$ cat src/rtl/lsu_mem_stage.sv
// lsu_mem_stage -- memory-stage load/store unit.
//
// Turns the M-stage load/store into a request/grant/response transaction on
// the data-memory bus. It formats store data and byte enables, and returns
// aligned, sign- or zero-extended load data to the MEM/WB register.
//
// Ports:
//   clk, rst_n            clock, asynchronous active-low reset
//   validM, flushM        M-stage instruction valid / kill (kill honoured in IDLE only)
//   mem_readM, mem_writeM load / store (both high -> store)
//   funct3M               size/sign: 000 B, 001 H, 010 W, 100 BU, 101 HU
//   ALU_resultM           effective byte address
//   write_dataM           store data
//   read_dataM            registered, extended load data
//   stallM                combinational, high while the access is incomplete
//   fault_o               one-cycle pulse on misaligned address or illegal funct3
//   dmem_*                data-memory bus (req/we/addr/wdata/be out; gnt/rvalid/rdata in)
module lsu_mem_stage #(
  parameter int ADDR_W = 32,
  parameter int DATA_W = 32
) (
  input  logic                clk,
  input  logic                rst_n,
  input  logic                validM,
  input  logic                flushM,
  input  logic                mem_readM,
  input  logic                mem_writeM,
  input  logic [2:0]          funct3M,
  input  logic [ADDR_W-1:0]   ALU_resultM,
  input  logic [DATA_W-1:0]   write_dataM,
  output logic [DATA_W-1:0]   read_dataM,
  output logic                stallM,
  output logic                fault_o,
  output logic                dmem_req,
  output logic                dmem_we,
  output logic [ADDR_W-1:0]   dmem_addr,
  output logic [DATA_W-1:0]   dmem_wdata,
  output logic [DATA_W/8-1:0] dmem_be,
  input  logic                dmem_gnt,
  input  logic                dmem_rvalid,
  input  logic [DATA_W-1:0]   dmem_rdata
);

  localparam int BE_W = DATA_W / 8;

  typedef enum logic [1:0] {S_IDLE, S_REQ, S_WAIT, S_DONE} state_e;

  state_e              state_q, state_d;
  logic                req_q, req_d;
  logic                we_q, we_d;
  logic [ADDR_W-1:0]   addr_q, addr_d;
  logic [DATA_W-1:0]   wdata_q, wdata_d;
  logic [BE_W-1:0]     be_q, be_d;
  logic [DATA_W-1:0]   rdata_q, rdata_d;
  logic                fault_q, fault_d;
  logic [2:0]          funct3_q, funct3_d;
  logic [1:0]          off_q, off_d;

  logic                op;
  logic                legal_f3;
  logic                aligned;
  logic [DATA_W-1:0]   fmt_wdata;
  logic [BE_W-1:0]     fmt_be;
  logic [7:0]          ld_byte;
  logic [15:0]         ld_half;
  logic [DATA_W-1:0]   ld_ext;

  // Access qualification and store formatting from the live M-stage inputs.
  always_comb begin
    op = validM & ~flushM & (mem_readM | mem_writeM);

    if (mem_writeM) legal_f3 = (funct3M == 3'b000) | (funct3M == 3'b001) | (funct3M == 3'b010);
    else            legal_f3 = (funct3M == 3'b000) | (funct3M == 3'b001) | (funct3M == 3'b010) |
                               (funct3M == 3'b100) | (funct3M == 3'b101);

    case (funct3M[1:0])
      2'b01:   aligned = ~ALU_resultM[0];
      2'b10:   aligned = (ALU_resultM[1:0] == 2'b00);
      default: aligned = 1'b1;
    endcase

    case (funct3M[1:0])
      2'b00: begin
        fmt_wdata = {4{write_dataM[7:0]}};
        fmt_be    = BE_W'(1) << ALU_resultM[1:0];
      end
      2'b01: begin
        fmt_wdata = {2{write_dataM[15:0]}};
        fmt_be    = ALU_resultM[1] ? 4'b1100 : 4'b0011;
      end
      default: begin
        fmt_wdata = write_dataM;
        fmt_be    = '1;
      end
    endcase
    if (!mem_writeM) fmt_be = '1;
  end

  // Load extraction uses the offset/size latched at request time, so the
  // M-stage inputs are free to change once the access has left IDLE.
  always_comb begin
    case (off_q)
      2'd0:    ld_byte = dmem_rdata[7:0];
      2'd1:    ld_byte = dmem_rdata[15:8];
      2'd2:    ld_byte = dmem_rdata[23:16];
      default: ld_byte = dmem_rdata[31:24];
    endcase
    ld_half = off_q[1] ? dmem_rdata[31:16] : dmem_rdata[15:0];
    case (funct3_q)
      3'b000:  ld_ext = {{24{ld_byte[7]}}, ld_byte};
      3'b100:  ld_ext = {24'd0, ld_byte};
      3'b001:  ld_ext = {{16{ld_half[15]}}, ld_half};
      3'b101:  ld_ext = {16'd0, ld_half};
      default: ld_ext = dmem_rdata;
    endcase
  end

  always_comb begin
    state_d  = state_q;
    req_d    = req_q;
    we_d     = we_q;
    addr_d   = addr_q;
    wdata_d  = wdata_q;
    be_d     = be_q;
    rdata_d  = rdata_q;
    funct3_d = funct3_q;
    off_d    = off_q;
    fault_d  = 1'b0;
    stallM   = 1'b0;

    case (state_q)
      S_IDLE: begin
        if (op) begin
          if (legal_f3 && aligned) begin
            stallM   = 1'b1;
            state_d  = S_REQ;
            req_d    = 1'b1;
            we_d     = mem_writeM;
            addr_d   = {ALU_resultM[ADDR_W-1:2], 2'b00};
            wdata_d  = fmt_wdata;
            be_d     = fmt_be;
            funct3_d = funct3M;
            off_d    = ALU_resultM[1:0];
          end else begin
            fault_d = 1'b1;
          end
        end
      end
      S_REQ: begin
        stallM = 1'b1;
        if (dmem_gnt) begin
          req_d   = 1'b0;
          state_d = we_q ? S_DONE : S_WAIT;
        end
      end
      S_WAIT: begin
        stallM = 1'b1;
        if (dmem_rvalid) begin
          rdata_d = ld_ext;
          state_d = S_DONE;
        end
      end
      default: begin
        state_d = S_IDLE;
      end
    endcase
  end

  always_ff @(posedge clk or negedge rst_n) begin
    if (!rst_n) begin
      state_q  <= S_IDLE;
      req_q    <= 1'b0;
      we_q     <= 1'b0;
      addr_q   <= '0;
      wdata_q  <= '0;
      be_q     <= '0;
      rdata_q  <= '0;
      fault_q  <= 1'b0;
      funct3_q <= '0;
      off_q    <= '0;
    end else begin
      state_q  <= state_d;
      req_q    <= req_d;
      we_q     <= we_d;
      addr_q   <= addr_d;
      wdata_q  <= wdata_d;
      be_q     <= be_d;
      rdata_q  <= rdata_d;
      fault_q  <= fault_d;
      funct3_q <= funct3_d;
      off_q    <= off_d;
    end
  end

  assign read_dataM = rdata_q;
  assign fault_o    = fault_q;
  assign dmem_req   = req_q;
  assign dmem_we    = we_q;
  assign dmem_addr  = addr_q;
  assign dmem_wdata = wdata_q;
  assign dmem_be    = be_q;

endmodule
$ cat config.mk
export PLATFORM = sky130hd
export DESIGN_NAME = lsu_mem_stage
export DESIGN_NICKNAME = d
export VERILOG_FILES = /design/src/rtl/lsu_mem_stage.sv
export SDC_FILE = /design/constraint.sdc
export NUM_CORES = 1
export LEC_CHECK = 0
export BUFFER_PORTS_ARGS = -buffer_cell sky130_fd_sc_hd__buf_2
export CAP_MARGIN = 40
export CELL_PAD_IN_SITES_DETAIL_PLACEMENT = 0
export CELL_PAD_IN_SITES_GLOBAL_PLACEMENT = 1
export CORE_MARGIN = 2
export CORE_UTILIZATION = 25
export CTS_BUF_LIST = sky130_fd_sc_hd__clkbuf_8 sky130_fd_sc_hd__clkbuf_16
export DETAILED_ROUTE_END_ITERATION = 16
export PLACE_DENSITY = 0.6
export SLEW_MARGIN = 20
export SYNTH_ARGS = -nofsm -noshare
export SYNTH_HDL_FRONTEND = slang
export SYNTH_SLANG_ARGS = --single-unit
$ cat constraint.sdc
create_clock -name clk -period 2.6 [get_ports clk]
set_input_delay 0.13 -clock clk [delete_from_list [all_inputs] [get_ports clk]]
set_output_delay 0.13 -clock clk [all_outputs]
set_load 0.005 [all_outputs]
# Word level (Yosys, flattened, before mapping)
# Index checks and enable logic that the tools add are counted.
# totals
out_inout_bits,104
wordCells,75
in_bits,107
register_bits,108
# op_classes
mux,25
n_shift,1
n_bitwise,9
reduce_logical,13
n_eq_ne,17
# ops
cell,n
$pmux 32 s4,1
$pmux 32 s2,1
$pmux 8 s3,1
$mux 16,1
$eq 3x3->1 const B,4
$mux 1,10
$logic_not 2->1,4
$mux 2,4
$mux 4,2
$ne 2x2->1 const B,4
$pmux 4 s2,1
$reduce_and 4->1,2
$eq 2x1->1 const B,3
$eq 2x2->1 const B,3
$eq 3x1->1 const B,2
$logic_not 3->1,2
$pmux 1 s2,3
$pmux 2 s3,1
$or 1x1->1,5
$shl 1x2->4 const A,1
$eq 3x2->1 const B,1
$reduce_and 3->1,1
$and 1x1->1,2
$not 1->1,2
other kinds (4),4

# Logic depth before layout (Yosys ltp)
# logic_depth
depth_word,10
depth_mapped,9
ltp_nobuf,6

# Least setup slack after synthesis
# No wires, ideal clock.
# synth_timing
path_kind,input-to-reg
from,in funct3M[0]
to,"reg addr_q[27], in the netlist dmem_addr[27]"
path_buffers,2
required_ps,2475
path_slack_ps,856
setup_ps,125
arrival_ps,1619
stages,8
path_cell_list,inv_1 > ha_1 > inv_1 > o311ai_2 > and4_4 > buf_12 > buf_8 > mux2_4
# synth_via
elab_chain_len,8
word_cells_on_any_way,15
classes_between,eq/ne (6); mux (2); bitwise (4); reduce/logical (3)
# synth_rtl
item,line,source
from (decl),28,"input logic [2:0] funct3M,"
$eq 3x1->1 / $logic_not 3->1 (equally long branches),"72, 73",
$or 1x1->1 (2 in a row),"72, 73",
$or 1x1->1,73,else legal_f3 = (funct3M == 3'b000) | (funct3M == 3'b001) | (funct3M == 3'b010) |
$or 1x1->1,74,(funct3M == 3'b100) | (funct3M == 3'b101);
$mux 1,72,if (mem_writeM) legal_f3 = (funct3M == 3'b000) | (funct3M == 3'b001) | (funct3M == 3'b010);
$logic_and 1x1->1 (*),134,if (legal_f3 && aligned) begin
$reduce_and 3->1 (no line) (*),n/a,
to (signal assigned),185,addr_q <= addr_d;
to (decl),51,"logic [ADDR_W-1:0] addr_q, addr_d;"
# Every way passes the cells marked *; elsewhere a longest branch is shown, timed or not.
# A chain may end at the register's enable or synchronous reset.

# Worst setup path after layout
# layout_timing
from,reg state_q[0]
to,out stallM
# layout_via
elab_chain_len,3
word_cells_on_any_way,5
classes_between,eq/ne (2); mux (1); reduce/logical (2)
# layout_rtl
item,line,source
from (decl),48,"state_e state_q, state_d;"
from (signal assigned),182,state_q <= state_d;
$eq 2x2->1 / $eq 2x1->1 (equally long branches),131,case (state_q)
$reduce_or 2->1 (no line),n/a,
$pmux 1 s2 (*),131,
to (decl),32,"output logic stallM,"
# Marks and branches as above.

==> metrics.yaml <==
grt_use_total_pct: 13.9
path_cells: "inv_1, ha_1, and4_4, buf_4, o21ba_1, buf_2"
die_h_um: 154
gp_congestion: 0.793
ys.flop_type: "dfrtp_1"
r2r-start: "state_q[0]$_DFFE_PN0P_"
initial_core_util_pct: 25.6
cp_max_fo: 12
netlist_instances: 462
setup_viol: 0
syn_to_final_growth_pct: 30.7
viasPerCell: 4.59
slew_violations: 0
synth-compound-area-share_pct: 13.4
cts_made_buffers: 9
postSynth.asyncResetShare_pct: 100
synth_top_family_by_area: "multiplexers"
cts_resized: 0
synth_xor_area_share_pct: 0
clk_pin_slew_worst_paths_ps: 70
holdCritPathClass: "input port to flip-flop"
rsz0062_at_grt: "false"
dr.pass1.iters: 5
post-route-util_pct: 33.4
crit_path_end: "stallM"
insertion_delay_ps: 350
crit_type: "flip-flop to primary output"
grt_pass1_wl_um: 26100
synth_enable_flop_cells: 0
synthMuxAreaShare_pct: 22.4
ys_ff_latch: 108
cp-end-kind: "primary output"
fin_crit_sh_pct: 88.0
synthTopCellsByArea: "dfrtp_1 (48%), mux2_4 (15%), a21oi_1 (3.0%)"
finalSetupTns_ps: 0
ys_seq_area_share_pct: 48.3
reg2reg_slack_ps: 520
grt-ovfl-total: 0
core_um2: 21900
vias: 4433
yosysTopAreaCell: "dfrtp_1"
cts_tree: "yes"
grt_max_degree: 51
outcome: "completed"
yosysMostFrequentCell: "dfrtp_1"
fin_nets: 793
clock-root-buffer: "clkbuf_16"
portBuffers: 208
drc_errors: 0
antenna_found_initial: 2
synth-simple-area-share_pct: 9.05
slew_headroom_pct: 53.6
max_stage_delay_ps: 460
cp-start-kind: "flip-flop"
grt_pass1_vias: 4670
std_cell_rows: 54
cp_slowest_cell: "and4_4"
finalHoldViolCount: 0
min_period_ps: 2290
leakagePower_nw: 3.59
drt_first_iter_violations: 201
fin_worst_skew_ps: 5.30
ir_drop_mv: 0.349
power_density_nw_per_um2: 1030
syn_avg_cell_area_um2: 12.1
hold_buffers: 15
fmaxAchievable_mhz: 437
synth_adder_area_share_pct: 1.56
postCtsSetupBuffers: 0
place_hpwl_um: 12300
r2r-end: "dmem_addr[24]$_DFFE_PN0P_"
tightest_slew_ps: 697
cts.path.max_buffers: 2
synth_cell_type_count: 51
startpoint: "state_q[0]$_DFFE_PN0P_"
htree_num_levels: 3
cp.required_ps: 2470
yosysTopAreaCellShare_pct: 48.3
numClockSinks: 108
worst_r2r_path_depth: 5
ys_warn_count: 0
die_x_um: 154
pin_count: 211
postRouteAntennaNets: 0
netlist_top_cells_count: "dfrtp_1 (108), mux2_4 (57), nand2_1 (35)"
wl_per_cell_um: 17.1
totalWireLength_um: 16500
max-cap-violations: 0
synth_area_um2: 5600
crit_arrival_ps: 2160
drive_above_1_share_pct: 46.1
die-area_um2: 23600
[final cells by class]
type / count / area, µm²
multi-input cells: 315 / 2610
clock inverters: 6 / 66.3
diodes: 2 / 5.00
clock buffers: 9 / 225
inverters: 7 / 26.3
flip-flops and latches: 108 / 2700
fillers: 2285 / 14600
well taps: 280 / 350
repair buffers: 238 / 1330
[state kept, by name, summed over array words and instances (netlist names)]
register and cells:
state_q 2, off_q 2, funct3_q 3, dmem_addr 30, fault_o 1, dmem_req 1
read_dataM 32, dmem_we 1, dmem_be 4, dmem_wdata 32
[stage by stage]
step	power, mW	hold slack [ps]	setup slack (ps)	instances	instance area (µm²)
floorplan	4.80	-166	856	463	5600
finish	7.56	16.5	313	965	7310
global placement	6.16	198	436	933	6870
detailed placement	6.23	223	356	933	6870
CTS	7.68	0.00969	291	963	7310
global route	8.15	4.18	184	963	7310
[worst max-delay path: cells and delay by family (launching register included)]
family,cells,cell delay (ps)
fa+ha+maj,1,310
compound gates,1,130
flops,1,430
simple gates,1,460
buf+inv,3,460
[layout by cell type (no fill, tap or decap), types with 8 or more instances in the layout]
| cell type | count |
|---|---|
| clkbuf_16 | 9 |
| o21ai_1 | 20 |
| o211ai_1 | 17 |
| mux2_4 | 57 |
| a22oi_1 | 8 |
| a22o_1 | 9 |
| nand3b_1 | 10 |
| nor2_1 | 8 |
| o21ai_0 | 18 |
| mux2_1 | 15 |
| dfrtp_1 | 108 |
| nand2b_1 | 11 |
| nand2_1 | 35 |
| mux2_2 | 13 |
| buf_2 | 207 |
| dlygate4sd3_1 | 15 |
| buf_4 | 14 |
| a21oi_1 | 34 |
[power breakdown]
group          leakage, nW  total, mW  switching [mW]  internal, mW
Sequential            1.35       3.02           0.539          2.48
Clock                0.134       1.39           0.643         0.743
Combinational         2.10       3.16            1.46          1.70
[cell families after synthesis]
group / after synthesis
AOI/OAI and AO/OA: 119
and+or+nand+nor: 95
buffers and inverters: 40
other: 1
adders and majority gates: 7
muxes: 92
DFF: 108
[worst min path at each step]
stage,start,to,slack (ps),depth (start not counted)
after floorplan,rst_n,dmem_addr[10]$_DFFE_PN0P_,-170,0
after global placement,rst_n,read_dataM[0]$_DFFE_PN0P_,200,1
after detailed placement,rst_n,read_dataM[0]$_DFFE_PN0P_,220,1
after CTS,ALU_resultM[9],dmem_addr[9]$_DFFE_PN0P_,0.01,2
after global routing,ALU_resultM[3],dmem_addr[3]$_DFFE_PN0P_,4,2
final,ALU_resultM[18],dmem_addr[18]$_DFFE_PN0P_,20,2
[routing by layer]
layer / wire (µm) / global-route usage, % / vias up
li1: - / - / 2089
met1: 7280 / 18.0 / 2158
met2: 7410 / 21.6 / 170
met3: 1460 / 4.68 / 16
met4: 329 / 4.81 / 0
met5: 0 / 0 / -
Note: power is estimated with default switching activity, not from simulation.
